$ cat src/rtl/stopwatch_pkg.sv
// Shared types and constants for the mm:ss stopwatch core.
package stopwatch_pkg;

    typedef enum logic [1:0] {
        StRun    = 2'd0,
        StPaused = 2'd1,
        StAdjust = 2'd2
    } sw_state_e;

    localparam int unsigned SEC_ONES_MAX = 9;
    localparam int unsigned SEC_TENS_MAX = 5;
    localparam int unsigned MIN_ONES_MAX = 9;

    function automatic int unsigned min_tens_lim(input int unsigned max_min);
        return max_min / 10;
    endfunction

    function automatic int unsigned min_ones_lim(input int unsigned max_min);
        return max_min % 10;
    endfunction

endpackage

$ cat src/rtl/bcd_digit.sv
// One BCD counter digit: wraps to 0 above lim_i on increment, to Modulus-1 below 0 on decrement.
module bcd_digit #(
    parameter int unsigned Modulus = 10,
    parameter int unsigned Width   = 4
) (
    input  logic             clk_i,
    input  logic             reset_ni,
    input  logic             inc_i,
    input  logic             dec_i,
    input  logic             clr_i,
    input  logic [Width-1:0] lim_i,
    output logic [Width-1:0] q_o,
    output logic             carry_o,
    output logic             borrow_o
);

    localparam logic [Width-1:0] Top = Width'(Modulus - 1);

    logic [Width-1:0] q_q, q_d;

    assign carry_o  = inc_i && (q_q == lim_i);
    assign borrow_o = dec_i && (q_q == '0);
    assign q_o      = q_q;

    always_comb begin
        q_d = q_q;
        if (clr_i) begin
            q_d = '0;
        end else if (inc_i) begin
            q_d = carry_o ? '0 : q_q + Width'(1);
        end else if (dec_i) begin
            q_d = borrow_o ? Top : q_q - Width'(1);
        end
    end

    always_ff @(posedge clk_i or negedge reset_ni) begin
        if (!reset_ni) begin
            q_q <= '0;
        end else begin
            q_q <= q_d;
        end
    end

endmodule

$ cat src/rtl/stopwatch_core.sv
// mm:ss up/down stopwatch with pause, lap hold, per-field adjust and countdown-done flag.
module stopwatch_core
    import stopwatch_pkg::*;
#(
    parameter int unsigned MIN_TENS_W = 3,
    parameter int unsigned MAX_MIN    = 59
) (
    input  logic                  clk_i,
    input  logic                  reset_ni,
    input  logic                  tick_i,
    input  logic                  adj_tick_i,
    input  logic                  pause_p_i,
    input  logic                  lap_p_i,
    input  logic                  adj_i,
    input  logic                  sel_i,
    input  logic                  down_i,
    output logic [MIN_TENS_W-1:0] min1_o,
    output logic [3:0]            min2_o,
    output logic [2:0]            sec1_o,
    output logic [3:0]            sec2_o,
    output logic                  running_o,
    output logic                  done_o,
    output logic                  wrap_o
);

    localparam int unsigned CntW = MIN_TENS_W + 11;
    localparam logic [MIN_TENS_W-1:0] MinTensLim = MIN_TENS_W'(min_tens_lim(MAX_MIN));
    localparam logic [3:0] MinOnesLim = 4'(min_ones_lim(MAX_MIN));

    sw_state_e state_q, state_d;
    logic hold_q, hold_d, done_q, done_d, wrap_q, wrap_d;
    logic [CntW-1:0] lap_q, lap_d, live;

    logic [3:0] so_q, mo_q;
    logic [2:0] st_q;
    logic [MIN_TENS_W-1:0] mt_q;

    logic cnt_en, up, dn, adj_en, adj_sec, adj_min;
    logic is_zero, next_zero, at_max_min, min_inc, min_clr;
    logic so_carry, st_carry, mo_carry, mt_carry;
    logic so_borrow, st_borrow, mo_borrow, mt_borrow;
    logic unused_flags;

    assign live       = {mt_q, mo_q, st_q, so_q};
    assign is_zero    = (live == '0);
    assign at_max_min = (mt_q == MinTensLim) && (mo_q == MinOnesLim);

    // A tick in the same cycle adj rises is dropped, even though state_q is still RUN.
    assign cnt_en  = tick_i && (state_q == StRun) && !adj_i;
    assign up      = cnt_en && !down_i;
    assign dn      = cnt_en && down_i && !is_zero;
    assign adj_en  = adj_tick_i && (state_q == StAdjust) && adj_i;
    assign adj_sec = adj_en && !sel_i;
    assign adj_min = adj_en && sel_i;

    assign next_zero = dn && (so_q == 4'd1) && (st_q == '0) && (mo_q == '0) && (mt_q == '0);

    // Seconds tens carry reaches the minutes only when counting, never in adjust.
    assign min_inc = (up && st_carry) || adj_min;
    assign min_clr = min_inc && at_max_min;

    bcd_digit #(.Modulus(SEC_ONES_MAX + 1), .Width(4)) u_sec_ones (
        .clk_i    (clk_i),
        .reset_ni (reset_ni),
        .inc_i    (up || adj_sec),
        .dec_i    (dn),
        .clr_i    (1'b0),
        .lim_i    (4'(SEC_ONES_MAX)),
        .q_o      (so_q),
        .carry_o  (so_carry),
        .borrow_o (so_borrow)
    );

    bcd_digit #(.Modulus(SEC_TENS_MAX + 1), .Width(3)) u_sec_tens (
        .clk_i    (clk_i),
        .reset_ni (reset_ni),
        .inc_i    (so_carry),
        .dec_i    (so_borrow),
        .clr_i    (1'b0),
        .lim_i    (3'(SEC_TENS_MAX)),
        .q_o      (st_q),
        .carry_o  (st_carry),
        .borrow_o (st_borrow)
    );

    bcd_digit #(.Modulus(MIN_ONES_MAX + 1), .Width(4)) u_min_ones (
        .clk_i    (clk_i),
        .reset_ni (reset_ni),
        .inc_i    (min_inc && !at_max_min),
        .dec_i    (st_borrow),
        .clr_i    (min_clr),
        .lim_i    (4'(MIN_ONES_MAX)),
        .q_o      (mo_q),
        .carry_o  (mo_carry),
        .borrow_o (mo_borrow)
    );

    bcd_digit #(.Modulus(min_tens_lim(MAX_MIN) + 1), .Width(MIN_TENS_W)) u_min_tens (
        .clk_i    (clk_i),
        .reset_ni (reset_ni),
        .inc_i    (mo_carry),
        .dec_i    (mo_borrow),
        .clr_i    (min_clr),
        .lim_i    (MinTensLim),
        .q_o      (mt_q),
        .carry_o  (mt_carry),
        .borrow_o (mt_borrow)
    );

    // The wrap to 00:00 is handled by min_clr, so the top digit never carries or borrows.
    assign unused_flags = mt_carry ^ mt_borrow;

    always_comb begin
        state_d = state_q;
        if (adj_i) begin
            state_d = StAdjust;
        end else begin
            unique case (state_q)
                StRun:    if (pause_p_i || next_zero) state_d = StPaused;
                StPaused: if (pause_p_i) state_d = StRun;
                StAdjust: state_d = StPaused;
                default:  state_d = StRun;
            endcase
        end

        hold_d = hold_q;
        if (adj_i || (state_q == StAdjust)) begin
            hold_d = 1'b0;
        end else if (lap_p_i) begin
            hold_d = !hold_q;
        end
        lap_d = (hold_d && !hold_q) ? live : lap_q;

        done_d = done_q;
        if (next_zero) begin
            done_d = 1'b1;
        end else if (up || dn || adj_en) begin
            done_d = 1'b0;
        end

        wrap_d = up && st_carry && at_max_min;
    end

    always_ff @(posedge clk_i or negedge reset_ni) begin
        if (!reset_ni) begin
            state_q <= StRun;
            hold_q  <= 1'b0;
            lap_q   <= '0;
            done_q  <= 1'b0;
            wrap_q  <= 1'b0;
        end else begin
            state_q <= state_d;
            hold_q  <= hold_d;
            lap_q   <= lap_d;
            done_q  <= done_d;
            wrap_q  <= wrap_d;
        end
    end

    assign {min1_o, min2_o, sec1_o, sec2_o} = hold_q ? lap_q : live;
    assign running_o = (state_q == StRun);
    assign done_o    = done_q;
    assign wrap_o    = wrap_q;

endmodule

$ cat config.mk
export PLATFORM = sky130hd
export DESIGN_NAME = stopwatch_core
export DESIGN_NICKNAME = d
export VERILOG_FILES = /design/src/rtl/stopwatch_pkg.sv /design/src/rtl/bcd_digit.sv /design/src/rtl/stopwatch_core.sv
export SDC_FILE = /design/constraint.sdc
export NUM_CORES = 1
export LEC_CHECK = 0
export CAP_MARGIN = 20
export CORE_MARGIN = 4
export CORE_UTILIZATION = 35
export CTS_CLUSTER_SIZE = 25
export DETAILED_ROUTE_END_ITERATION = 6
export HOLD_SLACK_MARGIN = 0.06
export PLACE_DENSITY = 0.55
export RECOVER_POWER = 100
export SLEW_MARGIN = 0
export SYNTH_ARGS = -nofsm -noshare
export SYNTH_HDL_FRONTEND = slang
export SYNTH_SLANG_ARGS = --single-unit
$ cat constraint.sdc
create_clock -name clk_i -period 2.5 [get_ports clk_i]
set_clock_uncertainty 0.15 [all_clocks]
set_input_delay 0.5 -clock clk_i [delete_from_list [all_inputs] [get_ports clk_i]]
set_output_delay 0.5 -clock clk_i [all_outputs]
set_load 0.01 [all_outputs]
==> impl_results.md, run 1 <==
* Number of synthesized register bits at 33
* Worst-path clk slew at approximately 0.070 ns
* CP Max Fanout at 7
* GRT Total Usage at 0.140
* Sink Count at 33
* Post-placement cell count at 343
* Dpl hpwl at 3.66 mm
* Synth Cell Area at 2210 um2
* Nets at 300
* Row cnt at 28
* WL final at ~5 mm
* Fmax at 414 MHz
* Boundary pin count at 26
* Static Leak at 1.24 nW
* Syn nets at approximately 250
* Fin crit share at 0.966
* Initial antenna violation count at 0
* Post-synth EDFFs at 0
* CTS Buf Count at 5
* Syn. warnings at 0
* Sw Ratio at 0.356
* Sequential share of power at 0.357
* Peak supply drop at approximately 450 uV
* Initial drt markers at 54
* Setup WS pre-CTS at -0.370 ns
* Number of remaining DRC errors at 0
* PD cells at 892 nW/um2
* RSZ-0062 raised after global routing: false
* Commonest non-fill, non-tap cell in the layout: dfrtp_1
* Net Switching at about 0.89 mW
* TritonCTS clock tree: built
* Most frequent cells in the layout: dfrtp_1, buf_4, nand2_1, mux2_2, o21ai_0
* Final instance area at 2810 um2
* Worst r2r src: state_q[0]$_DFFE_PN0P_
* Setup Viol. Count Final at 0
* Hold WC Path Type: reg -> reg
* Syn avg cell area at ~10 um2
* Worst endpoint data arrival time at ~2.4 ns
* Synth area leader: dfrtp_1
* Count of different cell masters after synthesis at 51
* Final ANT Viol Nets at 0
* Vias after detailed routing at 1807
* Final Power at 2.51 mW
* CP Capture Type: register
* Rel. slew slack at 0.435
* Crit path required time at between 2 and 3 ns
* DP Area at 2700 um2
* Port bufs at 25
* First-pass iteration count of the detailed router at 4
* Final cell count without fillers at 352
* Max-Cap Viols at 0
* Share of cells above drive strength 1 at 0.242
* Clock power share at 0.209
* Int Pwr at between 1.5 and 2 mW
* Min-delay src: lap_q[8]$_DFFE_PN0P_
* Antenna diode count at 0
* Die Ht at a little under 90 um
* Post-synthesis sequential area ratio at 0.374
* FFs w/ async S/R, synth at 1.00
* Top cells by area, synth: dfrtp_1, mux2_2, ha_1
* GPL Wtd Cong at about 0.81
* Slew Limit Fails at 0
* Setup ws final at ~0.086 ns
* Number of global-route vias before repair at between 1.5k and 2k
* Number of vias per cell at 5.13
* # hold bufs at CTS at 0
* Area Overhead vs Synth at 27.3%
* Starting Density at 0.366
* Clk Latency, worst-skew pair at 0.29 ns
* Die area at approximately 7600 um2
* Largest net degree at the start of global routing at 34
* Core ar. at approximately 6000 um2
* Outcome: complete, no violations
* Clock buffer depth at 2
* Setup TNS at 0 ns
* Startpoint types: register
* Gr ovfl total at 0
* Cells after synthesis at 223
* Yosys top cell area share at 0.374
* Ys flop type: dfrtp_1
* Worst slew pin tran at about 0.85 ns
* First-pass GRT wire length at between 8 and 9 mm
* Wire per inst at between 10 and 15 um
* Crit path launch: state_q[0]$_DFFE_PN0P_
* Comb pwr share at 0.433
* CTS H-tree lvls at 2
* Minimum clock period at roughly 2.4 ns
* Critical path type: reg -> reg
* Die outline width at ~87 um
* CTS root buffer: clkbuf_8
* Final Hold Vio Count at 0
## per-layer routing
| layer | up-vias | share of wire | track usage |
|---|---|---|---|
| met5 | - | 0 | 0 |
| met4 | 0 | 0.020 | 0.0474 |
| met3 | 9 | 0.028 | 0.0284 |
| met2 | 23 | 0.49 | 0.226 |
| met1 | 862 | 0.46 | 0.186 |
| li1 | 913 | - | - |
## flip-flops by register name, indices dropped and copies added (netlist names)
| name | count |
|---|---|
| done_o | 1 |
| hold_q | 1 |
| lap_q | 14 |
| state_q | 2 |
| u_min_ones.q_o | 4 |
| u_min_tens.q_o | 3 |
| u_sec_ones.q_o | 4 |
| u_sec_tens.q_o | 3 |
| wrap_o | 1 |
## repair_timing
item | in CTS | in global routing
setup buffers | 0 | 1
endpoints found under the setup margin | 3 | 8
resized for setup | 0 | 8
endpoints found under the hold margin | 0 | 0
pin swaps | 1 | 3
## Yosys cell counts (2+ instances only)
master / number
dfrtp_1: 33
nand2_1: 21
mux2_2: 20
o21ai_0: 18
ha_1: 15
nor2_1: 14
a21oi_1: 13
inv_1: 8
clkbuf_1: 7
nor3b_1: 6
nor3_1: 4
a31oi_1: 3
and2_1: 3
and3b_1: 3
mux2i_1: 3
o22ai_1: 3
xnor2_1: 3
a311oi_1: 2
and3_1: 2
and4b_1: 2
nand3_1: 2
nand4_1: 2
nand4b_1: 2
nor2b_1: 2
nor4_1: 2
nor4b_1: 2
o211ai_1: 2
o2bb2ai_1: 2
or2_2: 2
## power groups by stage
stage	clock [mW]	combinational [mW]	sequential [mW]
6_report	0.525	1.09	0.895
5_1_grt	0.563	1.22	0.932
4_1_cts	0.537	1.14	0.893
3_5_place_dp	0	1.13	0.902
3_3_place_gp	0	1.12	0.900
2_1_floorplan	0	0.796	0.834
## cell type report
cell class / instances / area [um2]
Clock buffer: 7 / 86.3
Clock inverter: 1 / 30.0
Fill cell: 581 / 3220
Inverter: 8 / 30.0
Multi-Input combinational cell: 171 / 1280
Sequential cell: 33 / 826
Tap cell: 75 / 93.8
Timing Repair Buffer: 57 / 468
## logic make-up after synthesis
| logic type | after synthesis | share of synthesized area |
|---|---|---|
| flip-flops | 33 | 0.374 |
| XOR/XNOR | 3 | 0.0119 |
| adder cells (fa/ha/maj) | 15 | 0.0850 |
| AO/OA/AOI/OAI | 54 | 0.158 |
| AND/OR/NAND/NOR | 76 | 0.203 |
| buffers and inverters | 19 | 0.0533 |
| multiplexers | 23 | 0.116 |
## stage by stage
step / hold slack [ns] / util
final: 0.358 / 0.466
after global routing: 0.375 / 0.466
after CTS: 0.360 / 0.468
after detailed placement: 0.344 / 0.449
after global placement: 0.334 / 0.449
after floorplan: 0.0544 / -
## worst paths after layout
path,endpoint,depth (start not counted),slack (ns)
worst max-delay path,u_min_tens.q_o[2]$_DFFE_PN0P_,6,0.09
worst min-delay path,lap_q[8]$_DFFE_PN0P_,1,0.36
worst max register to register,u_min_tens.q_o[2]$_DFFE_PN0P_,6,0.09
worst min register to register,lap_q[8]$_DFFE_PN0P_,1,0.36
max in group asynchronous,u_sec_tens.q_o[0]$_DFFE_PN0P_,2,0.97
min in group asynchronous,state_q[1]$_DFFE_PN0P_,2,0.70
## worst max-delay path, cell delays in order (launching register included)
cell,delay (ns)
dfrtp_1,0.45
or4b_4,0.55
or4_4,0.60
a21boi_2,0.23
nand2_1,0.08
o21ai_1,0.16
a21oi_2,0.07
No activity file was read; power rests on OpenSTA's default activity.
==> run 2, diff against run 1 <==
--- a/config.mk
+++ b/config.mk
@@ -11,9 +11,11 @@
 export CTS_CLUSTER_SIZE = 25
 export DETAILED_ROUTE_END_ITERATION = 6
 export HOLD_SLACK_MARGIN = 0.06
+export MAX_ROUTING_LAYER = met4
 export PLACE_DENSITY = 0.55
 export RECOVER_POWER = 100
 export SLEW_MARGIN = 0
 export SYNTH_ARGS = -nofsm -noshare
 export SYNTH_HDL_FRONTEND = slang
+export SYNTH_HIERARCHICAL = 1
 export SYNTH_SLANG_ARGS = --single-unit
==> impl_results.md, run 2 <==
* Outcome: finished with violations
* Failing checks: negative setup slack
* Hold slack final at ~0.35 ns
* Most frequent cells in the layout: buf_4, dfrtp_1, mux2_2, conb_1, clkdlybuf4s50_1
* Area Overhead vs Synth at 48.1%
* Max-Cap Viols at 0
* Critical path type: reg -> reg
* CP Cell Sequence: nor4b_4, nand2_1, o21ai_2, and2_4, and4_4, a32oi_4, nor2_4, buf_6, and2b_1, a31oi_1, o22a_2, a32o_1
* Post-synth EDFFs at 0
* RSZ-0062 raised after global routing: true
* Post-synth top cells: dfrtp_1, mux2_2, nor2_1
* Post-synthesis sequential area ratio at 0.352
* Final Util at 0.540
* Final Hold Vio Count at 0
* PD cells at approximately 680 nW/um2
* Clk Latency, worst-skew pair at approximately 0.28 ns
* First-pass iteration count of the detailed router at 4
* Initial antenna violation count at 0
* CP Max Fanout at 5
* WL final at 6.09 mm
* Top-count cell post-synth: dfrtp_1
* Syn. warnings at 6
* DP Area at 3140 um2
* Largest net degree at the start of global routing at 34
* Slew Limit Fails at 0
* Static Leak at 1.60 nW
* Gr ovfl total at 0
* Peak supply drop at approximately 340 uV
* GRT Total Usage at 0.162
* Synth area leader: dfrtp_1
* First-pass GRT wire length at ~10 mm
* Cells after synthesis at approximately 230
* CTS root buffer: clkbuf_8
* Commonest non-fill, non-tap cell in the layout: buf_4
* Boundary pin count at 26
* FFs w/ async S/R, synth at 1.00
* CTS H-tree lvls at 2
* Worst slew pin tran at about 0.86 ns
* Top cells by area, synth: dfrtp_1, mux2_2, ha_1
* Row cnt at 29
* Worst-path clk slew at 0.07 ns
* Top Metal Used: met4
* Share of cells above drive strength 1 at 0.418
* Worst endpoint data arrival time at 2.64 ns
* Routed met1 length at roughly 2.8 mm
* CP Capture Type: register
* Die area at around 8100 um2
* Starting Density at 0.365
* Number of remaining DRC errors at 0
* Synth Cell Area at around 2300 um2
* TritonCTS clock tree: built
* Initial drt markers at 87
* Yosys top cell area share at 0.352
* Clock buffer depth at 2
* Antenna diode count at 0
* Number of synthesized register bits at 33
* Final ANT Viol Nets at 0
* Crit path required time at between 2 and 3 ns
* Rel. slew slack at 0.425
* Dpl hpwl at about 4.3 mm
* Sink Count at 33
* Final cell count without fillers at 414
* Setup Viol. Count Final at 7
* Hold WC Path Type: reg -> reg
* Syn avg cell area at 10.3 um2
* Port bufs at 25
* Number of vias per cell at roughly 5.0
* # hold bufs at CTS at 0
* Minimum clock period at 2.63 ns
* Wire length on met2 at between 3 and 4 mm
* CTS Buf Count at 5
* Top reg by flops: lap_q
* Number of global-route vias before repair at roughly 2.1k
* Core ar. at ~6400 um2
* Post-placement cell count at 388
* Number of flip-flops in the largest register at 14
* Wire per inst at approximately 15 um
* Die outline width at around 90 um
* CP peak stage delay at about 0.4 ns
* Final Power at roughly 2.4 mW
* Startpoint types: register
* Wire length on met3 at 172 um
* CP max stage cell: dfrtp_1
* Ys flop type: dfrtp_1
* Fin crit share at 1.05
* GPL Wtd Cong at roughly 0.83
* Final instance area at around 3500 um2
* Vias after detailed routing at 2085
* Die Ht at between 80 and 90 um
* Nets at about 360
* Count of different cell masters after synthesis at between 50 and 60
* Fmax at roughly 380 MHz
* Setup ws final at -0.128 ns
[run 2: through the flow]
stage	setup slack (ns)	setup TNS, ns
finish	-0.128	-0.564
global route	-0.259	-1.62
CTS	-0.167	-0.811
detailed placement	-0.869	-6.09
global placement	-0.765	-5.42
floorplan	-0.483	-2.69
[run 2: critical path: cells and delay by family (launching register included)]
kind	cells	cell delay, ns
AO/OA/AOI/OAI	5	0.69
buffers and inverters	1	0.13
flip-flops	1	0.41
AND/OR/NAND/NOR	6	1.15
[run 2: cells by family (layout without fill, tap and decap cells)]
group	after synthesis	after routing	share of synthesized area
and+or+nand+nor	73	73	0.202
AOI/OAI and AO/OA	41	41	0.133
DFF	33	33	0.352
muxes	31	31	0.148
buffers and inverters	20	114	0.0411
xor gates and xnor gates	15	15	0.0561
adders and majority gates	12	12	0.0641
other	2	18	0.00320
[run 2: report_power, final]
part           total (mW)  internal [mW]  switching (mW)
clock               0.381          0.198           0.184
sequential          0.742          0.664          0.0779
combinational        1.24          0.660           0.582
total                2.37           1.52           0.844
[run 2: layout make-up]
type                    count  area [um2]
clock buffers               8        80.1
fillers                   580        2950
inverters                  11        41.3
multi-input cells         190        1650
flip-flops and latches     33         828
well taps                  77        96.3
repair buffers             95         776
[run 2: final timing paths]
path | startpoint | endpoint | slack (ns) | depth (start not counted)
max | state_q[1]$_DFFE_PN0P_ | u_min_ones/q_o[3]$_DFFE_PN0P_ | -0.13 | 12
min | lap_q[3]$_DFFE_PN0P_ | lap_q[3]$_DFFE_PN0P_ | 0.35 | 1
max reg2reg | state_q[1]$_DFFE_PN0P_ | u_min_ones/q_o[3]$_DFFE_PN0P_ | -0.13 | 12
min reg2reg | lap_q[3]$_DFFE_PN0P_ | lap_q[3]$_DFFE_PN0P_ | 0.35 | 1
max in group asynchronous | reset_ni | u_sec_ones/q_o[3]$_DFFE_PN0P_ | 0.90 | 2
min in group asynchronous | reset_ni | hold_q$_DFF_PN0_ | 0.71 | 2
[run 2: what timing repair did]
action | CTS | global route
pin swaps | 28 | 18
setup endpoints to repair | 7 | 14
gates resized for setup | 33 | 15
setup buffers | 20 | 2
[run 2: routing by layer]
metal	global-route usage	vias to the layer above
li1	-	1029
met1	0.200	1016
met2	0.271	32
met3	0.0250	8
met4	0.0575	0
met5	-	-
==> run 3, diff against run 2 <==
--- a/config.mk
+++ b/config.mk
@@ -10,9 +10,10 @@
 export CORE_UTILIZATION = 35
 export CTS_CLUSTER_SIZE = 25
 export DETAILED_ROUTE_END_ITERATION = 6
+export DONT_BUFFER_PORTS = 1
 export HOLD_SLACK_MARGIN = 0.06
 export MAX_ROUTING_LAYER = met4
-export PLACE_DENSITY = 0.55
+export PLACE_DENSITY = 0.5
 export RECOVER_POWER = 100
 export SLEW_MARGIN = 0
 export SYNTH_ARGS = -nofsm -noshare
==> impl_results.md, run 3 (synthesis results as in run 2) <==
* CTS Buf Count at 5
* Failing checks: negative setup slack
* Boundary pin count at 26
* Peak supply drop at 305 uV
* Hold Path Sink: state_q[1]$_DFFE_PN0P_
* PD cells at roughly 720 nW/um2
* Largest net degree at the start of global routing at 34
* First-pass iteration count of the detailed router at 4
* Register-to-register setup slack at -0.13 ns
* Final instance area at 3040 um2
* Die outline width at 89.8 um
* Slew Limit Fails at 0
* Antenna diode count at 0
* GRT Total Usage at 0.152
* Setup WS pre-CTS at -0.283 ns
* Setup ws final at -0.129 ns
* Gr ovfl total at 0
* Kind of cell adding the most delay to the critical path: simple AND/OR/NAND/NOR gates
* Hold WC Path Type: in -> reg
* Rel. slew slack at 0.438
* WL final at about 5.7 mm
* Number of remaining DRC errors at 0
* Hold depth at 0
* Commonest non-fill, non-tap cell in the layout: buf_4
* Die Ht at about 90 um
* Initial drt markers at 69
* Worst r2r src: state_q[1]$_DFFE_PN0P_
* CP Capture Type: register
* TritonCTS clock tree: built
* Vias after detailed routing at between 1.5k and 2k
* Worst endpoint data arrival time at 2.66 ns
* Fin crit share at 1.05
* Cells on worst reg2reg path at 11
* Starting Density at 0.365
* CP max stage cell: dfrtp_1
* Final Util at 0.474
* CTS H-tree lvls at 2
* Most frequent cells in the layout: buf_4, dfrtp_1, conb_1, mux2_2, mux2_1
* CP Cell Sequence: nor4b_4, nand2_1, o21ai_1, and2_4, and4_4, a32oi_4, nor2_4, buf_6, nor2_2, a221o_1, a32o_1
* GPL Wtd Cong at roughly 0.8
* Die area at just over 8000 um2
* Core ar. at between 6000 and 7000 um2
* Dpl hpwl at just over 4 mm
* Worst-path clk slew at around 0.070 ns
* CP peak stage delay at between 0.4 and 0.5 ns
* Max-Cap Viols at 0
* Startpoint types: register
* WP buf/inv at 1
* RSZ-0062 raised after global routing: true
* Crit path required time at 2.53 ns
* Row cnt at 29
* Min-delay src: adj_i
* Share of cells above drive strength 1 at 0.351
* Setup Viol. Count Final at 7
* CTS root buffer: clkbuf_8
* Static Leak at 1.42 nW
* DP Area at between 2000 and 3000 um2
* Number of flip-flops in the largest register at 14
* Fmax at 380 MHz
* Initial antenna violation count at 0
* Clock buffer depth at 2
* Top reg by flops: lap_q
* Port bufs at 0
* CP Max Fanout at 6
* Number of global-route vias before repair at 1884
* Wire per inst at 15.1 um
* Final Hold Vio Count at 0
* Sink Count at 33
* Number of vias per cell at between 5 and 6
* Clk Latency, worst-skew pair at between 0.2 and 0.3 ns
* First-pass GRT wire length at 9.60 mm
* Critical path type: reg -> reg
* R2R Path End: u_min_ones/q_o[2]$_DFFE_PN0P_
* Worst slew pin tran at ~0.84 ns
* Minimum clock period at 2.63 ns
* Final ANT Viol Nets at 0
* Area Overhead vs Synth at 29.8%
* Nets at 319
* Outcome: finished with violations
run 3: what timing repair did:
item | in CTS | in global routing
pin swaps | 13 | 9
hold endpoints to repair | 33 | 0
hold buffers | 2 | 0
setup endpoints to repair | 7 | 7
buffers inserted | 7 | 3
resized for setup | 14 | 7
run 3: per-stage QoR:
step / power (mW) / setup TNS, ns / instances / hold WS [ns]
2_1_floorplan: 1.48 / -2.69 / 243 / 0.0544
3_3_place_gp: 1.76 / -1.47 / 356 / 0.0552
3_5_place_dp: 1.76 / -1.56 / 356 / 0.0552
4_1_cts: 2.22 / -0.498 / 373 / 0.0815
5_1_grt: 2.36 / -2.01 / 376 / 0.0677
6_report: 2.18 / -0.693 / 376 / 0.0901
run 3: layout make-up:
type | count | area (um2)
clock buffer | 5 | 68.8
clock inverter | 3 | 17.5
fill | 609 | 3380
inverter | 11 | 41.3
multi-input combinational | 190 | 1550
sequential | 33 | 828
tap | 77 | 96.3
timing repair buffer | 57 | 437
run 3: worst max-delay path by stage:
| stage | startpoint | to | slack, ns | depth (start not counted) |
|---|---|---|---|---|
| 4_1_cts | u_sec_ones/q_o[2]$_DFFE_PN0P_ | u_min_ones/q_o[2]$_DFFE_PN0P_ | -0.1 | 12 |
| 3_5_place_dp | adj_i | u_min_tens/q_o[2]$_DFFE_PN0P_ | -0.28 | 12 |
| 2_1_floorplan | state_q[0]$_DFFE_PN0P_ | u_min_tens/q_o[0]$_DFFE_PN0P_ | -0.48 | 13 |
| 5_1_grt | state_q[1]$_DFFE_PN0P_ | u_min_tens/q_o[1]$_DFFE_PN0P_ | -0.31 | 12 |
| 6_report | state_q[1]$_DFFE_PN0P_ | u_min_ones/q_o[2]$_DFFE_PN0P_ | -0.13 | 11 |
| 3_3_place_gp | adj_i | u_min_tens/q_o[2]$_DFFE_PN0P_ | -0.26 | 12 |
run 3: routing by layer:
layer / track usage / up-vias / part of all wire
met4: 0.0421 / 0 / 0.010
met2: 0.242 / 30 / 0.48
met5: - / - / 0
met3: 0.0351 / 5 / 0.040
met1: 0.196 / 937 / 0.47
li1: - / 951 / -
run 3: power breakdown:
group	internal (mW)	leakage [nW]	switching [mW]
Sequential	0.664	0.433	0.0789
Clock	0.192	0.0439	0.211
Combinational	0.504	0.947	0.530
Total	1.36	1.42	0.820
